`src/rtl/core85_bus_trace.sv`:
```
// -----------------------------------------------------------------------------
// core85_bus_trace
//
// Bus-cycle tracer for the core85 8085-compatible core. It watches the
// multiplexed AD bus, A15..A8 and the status/strobe pins on the core clock and
// classifies each machine cycle. Each finished cycle becomes one record:
//    {timestamp[TS_W], type[3], addr[16], data[8]}
// These records go into a first-word-fall-through FIFO for host readout.
//
// Type codes:
//    0 fetch, 1 mem rd, 2 mem wr, 3 io rd, 4 io wr, 5 inta, 6 halt, 7 aborted
//
// Parameters:
//    DEPTH  FIFO entries (power of two, >= 2)
//    TS_W   timestamp width (>= 8)
//    REC_W  record width, derived as TS_W+27 (leave at default)
//
// Ports:
//    clk, rst_            core clock, asynchronous active-low reset
//    en                   capture enable; a cycle in progress still completes
//    clr                  one-cycle flush: FIFO, ovf, halt_seen, timestamp, FSM
//    addrdata, addrhigh   AD7..AD0 and A15..A8 from the core
//    ale, iom_, s1, s0    core status pins
//    rd_, wr_, inta_      core strobes (active low)
//    type_mask            only with TRACE_FILTER_EN: per-type record enable
//    rec_valid/ready      FIFO head handshake. A record transfers on a clk
//                         edge where both are high. rec_data is stable while
//                         rec_valid=1 and rec_ready=0.
//    rec_data             head record; zero while empty
//    level                FIFO occupancy
//    ovf                  sticky: a record was dropped on a full FIFO
//    halt_seen            sticky: a halt record was committed
//    dbg_state            current FSM state (IDLE=0, ADDR=1, DATA=2, COMMIT=3)
//
// Optional feature macro: TRACE_FILTER_EN (adds type_mask).
// -----------------------------------------------------------------------------
module core85_bus_trace #(
   parameter int DEPTH = 16,
   parameter int TS_W  = 16,
   parameter int REC_W = TS_W + 27
) (
   input  logic                     clk,
   input  logic                     rst_,
   input  logic                     en,
   input  logic                     clr,
   input  logic [7:0]               addrdata,
   input  logic [7:0]               addrhigh,
   input  logic                     ale,
   input  logic                     iom_,
   input  logic                     s1,
   input  logic                     s0,
   input  logic                     rd_,
   input  logic                     wr_,
   input  logic                     inta_,
`ifdef TRACE_FILTER_EN
   input  logic [7:0]               type_mask,
`endif
   output logic                     rec_valid,
   input  logic                     rec_ready,
   output logic [REC_W-1:0]         rec_data,
   output logic [$clog2(DEPTH):0]   level,
   output logic                     ovf,
   output logic                     halt_seen,
   output logic [1:0]               dbg_state
);

   localparam int AW = $clog2(DEPTH);
   localparam int CW = AW + 1;

   typedef enum logic [1:0] {
      S_IDLE   = 2'd0,
      S_ADDR   = 2'd1,
      S_DATA   = 2'd2,
      S_COMMIT = 2'd3
   } state_t;

   state_t            state_q, state_d;
   logic [15:0]       addr_q, addr_d;
   logic [2:0]        type_q, type_d;
   logic [TS_W-1:0]   tsl_q, tsl_d;     // timestamp latched on the ale clk
   logic [7:0]        data_q, data_d;
   logic              strobe_prev_q, strobe_prev_d;
   logic [TS_W-1:0]   ts_q, ts_d;

   logic [AW-1:0]     wr_ptr_q, wr_ptr_d;
   logic [AW-1:0]     rd_ptr_q, rd_ptr_d;
   logic [CW-1:0]     count_q, count_d;
   logic              ovf_q, ovf_d;
   logic              halt_q, halt_d;
   logic [REC_W-1:0]  mem_q [DEPTH];

   logic [2:0]        stat_type;
   logic              cur_strobe;
   logic              latch_new;
   logic              push_req;
   logic [2:0]        push_type;
   logic [7:0]        push_data;
   logic [REC_W-1:0]  push_rec;
   logic              type_keep;
   logic              pop;
   logic              full;
   logic              wr_en;
   logic              drop;

   // Status pins to cycle type. s1=s0=0 is halt regardless of iom_.
   always_comb begin
      stat_type = 3'd7;
      if (!s1 && !s0) begin
         stat_type = 3'd6;
      end else begin
         case ({iom_, s1, s0})
            3'b011:  stat_type = 3'd0;
            3'b010:  stat_type = 3'd1;
            3'b001:  stat_type = 3'd2;
            3'b110:  stat_type = 3'd3;
            3'b101:  stat_type = 3'd4;
            3'b111:  stat_type = 3'd5;
            default: stat_type = 3'd7;
         endcase
      end
   end

   // The strobe that closes the data phase depends on the latched cycle type.
   always_comb begin
      cur_strobe = 1'b1;
      case (type_q)
         3'd0, 3'd1, 3'd3: cur_strobe = rd_;
         3'd2, 3'd4:       cur_strobe = wr_;
         3'd5:             cur_strobe = inta_;
         default:          cur_strobe = 1'b1;
      endcase
   end

   // Cycle FSM
   always_comb begin
      state_d       = state_q;
      addr_d        = addr_q;
      type_d        = type_q;
      tsl_d         = tsl_q;
      data_d        = data_q;
      strobe_prev_d = cur_strobe;
      latch_new     = 1'b0;
      push_req      = 1'b0;
      push_type     = type_q;
      push_data     = data_q;

      case (state_q)
         S_IDLE: begin
            if (en && ale) begin
               state_d   = S_ADDR;
               latch_new = 1'b1;
            end
         end
         S_ADDR: begin
            if (ale) begin
               latch_new = 1'b1;
            end else if (type_q == 3'd6) begin
               state_d = S_COMMIT;
               data_d  = 8'h00;
            end else begin
               state_d = S_DATA;
            end
         end
         S_DATA: begin
            if (!strobe_prev_q && cur_strobe) begin
               state_d = S_COMMIT;
            end else if (ale) begin
               // A new ale before the strobe closed: record the old cycle
               // as aborted and start capturing the new one on this clk.
               push_req  = 1'b1;
               push_type = 3'd7;
               push_data = 8'h00;
               if (en) begin
                  state_d   = S_ADDR;
                  latch_new = 1'b1;
               end else begin
                  state_d = S_IDLE;
               end
            end else if (!cur_strobe) begin
               data_d = addrdata;
            end
         end
         S_COMMIT: begin
            push_req = 1'b1;
            if (en && ale) begin
               state_d   = S_ADDR;
               latch_new = 1'b1;
            end else begin
               state_d = S_IDLE;
            end
         end
         default: state_d = S_IDLE;
      endcase

      if (latch_new) begin
         addr_d = {addrhigh, addrdata};
         type_d = stat_type;
         tsl_d  = ts_q;
         data_d = 8'h00;
      end

      if (clr) begin
         state_d = S_IDLE;
      end
   end

   assign push_rec = {tsl_q, push_type, addr_q, push_data};

`ifdef TRACE_FILTER_EN
   assign type_keep = type_mask[push_type];
`else
   assign type_keep = 1'b1;
`endif

   // FIFO control. With a pop in the same clk a full FIFO still accepts the
   // push: the slot being written is the head that leaves on this edge.
   assign pop   = rec_valid && rec_ready;
   assign full  = (count_q == CW'(DEPTH));
   assign wr_en = push_req && type_keep && (!full || pop) && !clr;
   assign drop  = push_req && type_keep && full && !pop;

   always_comb begin
      wr_ptr_d = wr_ptr_q;
      rd_ptr_d = rd_ptr_q;
      count_d  = count_q;
      ovf_d    = ovf_q;
      halt_d   = halt_q;
      ts_d     = ts_q + TS_W'(1);

      if (clr) begin
         wr_ptr_d = '0;
         rd_ptr_d = '0;
         count_d  = '0;
         ovf_d    = 1'b0;
         halt_d   = 1'b0;
         ts_d     = '0;
      end else begin
         if (wr_en) begin
            wr_ptr_d = wr_ptr_q + AW'(1);
         end
         if (pop) begin
            rd_ptr_d = rd_ptr_q + AW'(1);
         end
         if (wr_en && !pop) begin
            count_d = count_q + CW'(1);
         end else if (!wr_en && pop) begin
            count_d = count_q - CW'(1);
         end
         if (drop) begin
            ovf_d = 1'b1;
         end
         // Halt is flagged even when the record is dropped or filtered out.
         if (push_req && (push_type == 3'd6)) begin
            halt_d = 1'b1;
         end
      end
   end

   always_ff @(posedge clk or negedge rst_) begin
      if (!rst_) begin
         state_q       <= S_IDLE;
         addr_q        <= '0;
         type_q        <= '0;
         tsl_q         <= '0;
         data_q        <= '0;
         strobe_prev_q <= 1'b1;
         ts_q          <= '0;
         wr_ptr_q      <= '0;
         rd_ptr_q      <= '0;
         count_q       <= '0;
         ovf_q         <= 1'b0;
         halt_q        <= 1'b0;
      end else begin
         state_q       <= state_d;
         addr_q        <= addr_d;
         type_q        <= type_d;
         tsl_q         <= tsl_d;
         data_q        <= data_d;
         strobe_prev_q <= strobe_prev_d;
         ts_q          <= ts_d;
         wr_ptr_q      <= wr_ptr_d;
         rd_ptr_q      <= rd_ptr_d;
         count_q       <= count_d;
         ovf_q         <= ovf_d;
         halt_q        <= halt_d;
      end
   end

   // Storage needs no reset: rec_data is gated by rec_valid.
   always_ff @(posedge clk) begin
      if (wr_en) begin
         mem_q[wr_ptr_q] <= push_rec;
      end
   end

   assign rec_valid = (count_q != '0);
   assign rec_data  = rec_valid ? mem_q[rd_ptr_q] : '0;
   assign level     = count_q;
   assign ovf       = ovf_q;
   assign halt_seen = halt_q;
   assign dbg_state = state_q;

endmodule

```
`config.mk`:
```
export PLATFORM = sky130hd
export DESIGN_NAME = core85_bus_trace
export DESIGN_NICKNAME = d
export VERILOG_FILES = /design/src/rtl/core85_bus_trace.sv
export SDC_FILE = /design/constraint.sdc
export NUM_CORES = 1
export LEC_CHECK = 0
export CAP_MARGIN = 0
export CORE_UTILIZATION = 45
export CTS_BUF_LIST = sky130_fd_sc_hd__clkbuf_8 sky130_fd_sc_hd__clkbuf_16
export DETAILED_ROUTE_END_ITERATION = 8
export HOLD_SLACK_MARGIN = 0.03
export PLACE_DENSITY = 0.6
export SLEW_MARGIN = 40
export SYNTH_ARGS = -nofsm -noshare
export SYNTH_HDL_FRONTEND = slang
export SYNTH_SLANG_ARGS = --single-unit
```
`constraint.sdc`:
```
create_clock -name clk -period 8.9 [get_ports clk]
set_input_delay 1.335 -clock clk [delete_from_list [all_inputs] [get_ports clk]]
set_output_delay 1.335 -clock clk [all_outputs]
set_load 0.05 [all_outputs]
```
=== After elaboration in Yosys (flattened, before gate mapping) ===
Memories as Yosys holds them, arrays and structs flattened.
Cells that the tools add are included.
W data, S select, Z words.

* Bits in registers: 77
* Memory bits (writable): 688
* Bits of input ports: 28
* Output and inout port bits: 53
* Logic and storage cells: 124
* Memories: 1

* Add/subtract/negate cells: 5
* Eq/ne operators: 25
* Multiplexer cells: 48
* Reduce and logical (&&, ||, !) cells: 33

{| class="wikitable"
|+ Memories
! name !! words !! bits a word !! rd ports !! clocked after memory_dff !! write ports !! line !! source
|-
| mem_q || 16 || 43 || 1 || 0 || 1 || 90 || <nowiki>logic [REC_W-1:0] mem_q [DEPTH];</nowiki>
|}

{| class="wikitable"
|+ Operators with widths
! cell !! count
|-
| $mux W8 || 9
|-
| $mux W43 || 1
|-
| $eq A3 B3 Y1 const B || 7
|-
| $ne A3 B3 Y1 const B || 7
|-
| $pmux W3 S6 || 1
|-
| $add A16 B1 Y16 const B || 1
|-
| $mux W16 || 1
|-
| $mux W4 || 4
|-
| $pmux W8 S2 || 1
|-
| $mux W1 || 15
|-
| $mux W5 || 3
|-
| $eq A3 B2 Y1 const B || 4
|-
| $mux W3 || 4
|-
| $logic_and A1 B1 Y1 || 11
|-
| $mux W2 || 5
|-
| $add A4 B1 Y4 const B || 2
|-
| $pmux W2 S4 || 1
|-
| $reduce_bool A2 Y1 || 4
|-
| $logic_not A1 Y1 || 7
|-
| $eq A3 B1 Y1 const B || 2
|-
| $pmux W1 S3 || 2
|-
| $reduce_and A6 Y1 || 1
|-
| $reduce_bool A3 Y1 || 2
|-
| $add A5 B1 Y5 const B || 1
|-
| other kinds (13) || 15
|}

=== Depth between registers and ports, before layout ===
* Depth in word-level cells: 13
* Gate-level depth with buffers: 12
* Gate-level depth less buffers: 11

=== Worst setup path before layout ===
OpenSTA, ideal clock, no wires.

* Path type: input port to flip-flop
* From: in rd_
* To: mem mem_q[0][0] (netlist bit), enable pin
* Data arrival time: 4.145 ns
* Required time: 8.456 ns
* Slack: 4.312 ns
* Stages: 6
* Cell sequence: or3_1 -> o31ai_4 -> o31a_1 -> buf_4 -> nand3_1 -> nor2_1

* Cells in the longest elaborated chain, start to end: 8

{| class="wikitable"
|+ Ends and longest elaborated chain
! what !! line !! source
|-
| start: declaration || 52 || <nowiki>input logic rd_,</nowiki>
|-
| $pmux W1 S3 || 126 || <nowiki>case (type_q)</nowiki>
|-
| $logic_and A1 B1 Y1 || 165 || <nowiki>if (!strobe_prev_q && cur_strobe) begin</nowiki>
|-
| $mux W1 || 165 ||
|-
| $pmux W1 S2 || 147 || <nowiki>case (state_q)</nowiki>
|-
| $logic_and A1 B1 Y1 (2 in a row) || 219 || <nowiki>assign wr_en = push_req && type_keep && (!full || pop) && !clr;</nowiki>
|-
| $mux W1 || 291 || <nowiki>if (wr_en) begin</nowiki>
|-
| $mux W1 (not written as such) || 292 || <nowiki>mem_q[wr_ptr_q] <= push_rec;</nowiki>
|-
| end: declaration || 90 ||
|}

No other way between the ends.

=== Worst setup path after layout ===
* From: reg rd_ptr_q[0]
* To: out rec_data[41]

* Cells in the longest elaborated chain, start to end: 2

{| class="wikitable"
|+ Ends and longest elaborated chain
! what !! line !! source
|-
| start: declaration || 86 || <nowiki>logic [AW-1:0] rd_ptr_q, rd_ptr_d;</nowiki>
|-
| start signal: assignment || 282 || <nowiki>rd_ptr_q <= rd_ptr_d;</nowiki>
|-
| $mem_v2 Z16 W43 || - ||
|-
| $mux W43 || 297 || <nowiki>assign rec_data = rec_valid ? mem_q[rd_ptr_q] : '0;</nowiki>
|-
| end: declaration || 60 || <nowiki>output logic [REC_W-1:0] rec_data,</nowiki>
|}

No other way between the ends.

==> metrics.txt <==
clock latency on the worst-skew pair 620 ps; Final GP Congestion 0.727; Final Max Slew Viols 0; Cells after Synth 1372; Port Buffer Count 80; Wirelength per Cell 27.8 um; FF-to-FF path depth 7; Power Total 9550 uW; synthesized flop and latch total 765; leading area contributor after synthesis edfxtp_1; CP arrival 4180 ps; clk sink count 765; distinct cell type count after synthesis 55; critical path class reg2out; largest net degree at the start of global routing 84; Mapped Nets 1415; Sum Neg Setup Slack 0 ps; DR pass1 iterations 5; Hold Path Cell Cnt 1; CP Launch Type flop; # IOs 81; die height 260 um; fmax 181 MHz; via count 14159; final setup fails 0; initial cell density of the core 45.6%; Synth Flop Type edfxtp_1; antenna viol nets, final 0; synth top area cells edfxtp_1, mux4_2, dfrtp_1; most frequent cells after synthesis edfxtp_1, mux4_2, dfrtp_1; antenna cells 0; RSZ-0062 raised after global routing no; Synth Warn # 0; cts repair resizes 0; Setup Skew 22.4 ps; Root Driver clkbuf_16; Max H-tree Level 3; Final min period 5510 ps; vias in the first global route 14805; die area 67800 um2; standard-cell rows 94; mean post-synth cell area 21.9 um2; VDD IR max 0.000215 V; Fin. Hold Viols 0; sequential share of the synthesized area 75.2%; Max FO, Critical Path 31; clock buffer depth 3; Hold Buf Count CTS 0; critical path data required time 7570 ps; Tcrit/Tclk final 61.9%; Nets 1550; CP endpoint kind primary output; routed vias/inst 5.82; DP Wirelength 36800 um; grt total ovfl 0; post-synth top area share 68.8%; CTS Buf Count 77; actual slew at the worst max-slew pin 852 ps; layout cells sized above 1 28.3%; placeable core region 65900 um2; Lkg Pwr 0.0112 uW; Worst slew margin 43.2%; DR iter-0 viols 1350; CTS tree built; Max Cap Violations 0; WL final 67700 um; first-pass GRT wire length 100000 um; Hold Crit Class reg2reg; PwrDens 274 nW/um2; initial antenna violation count 2; Area Overhead vs Synth 15.9%; setup bufs post-CTS 0; GRT Resource Usage Total 20.6%; clock-pin transition on the worst setup and hold timing paths 60 ps; status completed; Netlist Area Pre-Place 30000 um2; Die Span X 260 um; Post-synth EDFFs 688; count leader, synth edfxtp_1; FFs w/ async S/R, synth 10.1%; Residual DRC 0
-- registers in the layout (all words and copies together) (netlist names) --
signal / flops
level: 5
type_q: 3
dbg_state: 2
strobe_prev_q: 1
ovf: 1
addr_q: 16
wr_ptr_q: 4
mem_q: 688
ts_q: 16
tsl_q: 16
rd_ptr_q: 4
halt_seen: 1
data_q: 8
-- layer usage --
metal	track usage, %	share of wire, %
met1	29.1	43
met4	4.79	1.6
met3	3.61	5.9
met5	0	0.019
met2	33.5	50
-- cells by family after synthesis --
| family | Yosys count | synth area share (%) |
|---|---|---|
| flip-flops | 765 | 75.2 |
| multiplexers | 267 | 18.1 |
| AND/OR/NAND/NOR | 181 | 3.19 |
| buffers and inverters | 82 | 1.32 |
| AO/OA/AOI/OAI | 45 | 1.12 |
| XOR/XNOR | 17 | 0.495 |
| adder cells (fa/ha/maj) | 15 | 0.650 |
-- placed cells by master (no fill, tap or decap), types with 4 or more instances in the layout --
cell	Yosys	routed
mux4_2	215	215
clkdlybuf4s50_1	0	79
a21oi_1	13	13
xor2_1	6	6
mux2i_1	12	12
dfrtp_1	76	72
clkinvlp_4	0	4
buf_8	0	8
nor2_4	0	16
xnor2_1	11	11
clkinv_1	0	16
ha_1	14	14
nor3_1	7	7
o21ai_0	13	13
clkinv_2	0	6
nand3_1	14	14
nand2_1	15	14
nor2_1	51	35
nor2b_2	0	8
and2_1	44	44
mux2_2	36	36
buf_4	7	17
buf_16	0	8
edfxtp_1	688	688
buf_6	6	11
inv_1	13	35
or3_1	7	7
nor2b_1	21	13
bufinv_16	0	5
clkbuf_16	0	80
-- per-stage QoR --
step,worst slack (ps),util (%),cell area [um2],std cells,hold WS [ps]
floorplan,4310,-,30000,1372,433
global placement,3550,48.5,32000,2276,480
detailed placement,3720,49.1,32300,2292,497
CTS,3300,52.8,34800,2433,508
global route,3190,52.9,34800,2433,530
finish,3390,52.9,34800,2433,511
-- where the power goes --
| part | internal (uW) | total (uW) | switching (uW) |
|---|---|---|---|
| clock network | 1800 | 3130 | 1330 |
| registers | 4220 | 4460 | 243 |
| logic | 844 | 1960 | 1110 |
| total | 6860 | 9550 | 2690 |
-- area by class of cell --
cell class	instances	area, um2
fill	5068	31100
sequential	765	22600
multi-input combinational	525	7210
clock buffer	83	2040
timing repair buffer	125	1420
tap	864	1080
clock inverter	58	404
inverter	13	48.8
-- final timing paths --
path | start | end | slack [ps]
min in group asynchronous | rst_ | addr_q[11]$_DFFE_PN0N_ | 600
worst min register to register | ts_q[0]$_DFF_PN0_ | ts_q[0]$_DFF_PN0_ | 510
worst max-delay path | rd_ptr_q[0]$_DFFE_PN0P_ | rec_data[41] | 3390
worst max register to register | dbg_state[0]$_DFFE_PN0P_ | mem_q[0][23]$_DFFE_PP_ | 5050
max in group asynchronous | rst_ | rd_ptr_q[1]$_DFFE_PN0P_ | 7260
worst min-delay path | ts_q[0]$_DFF_PN0_ | ts_q[0]$_DFF_PN0_ | 510
-- worst max-delay path, cell delays in order (launching register included) --
cell             delay, ps
dfrtp_4                830
buf_4                  660
mux4_2                 590
mux4_2                 480
and2_1                 220
clkdlybuf4s50_1        730
Note: power is estimated with default switching activity, not from simulation.
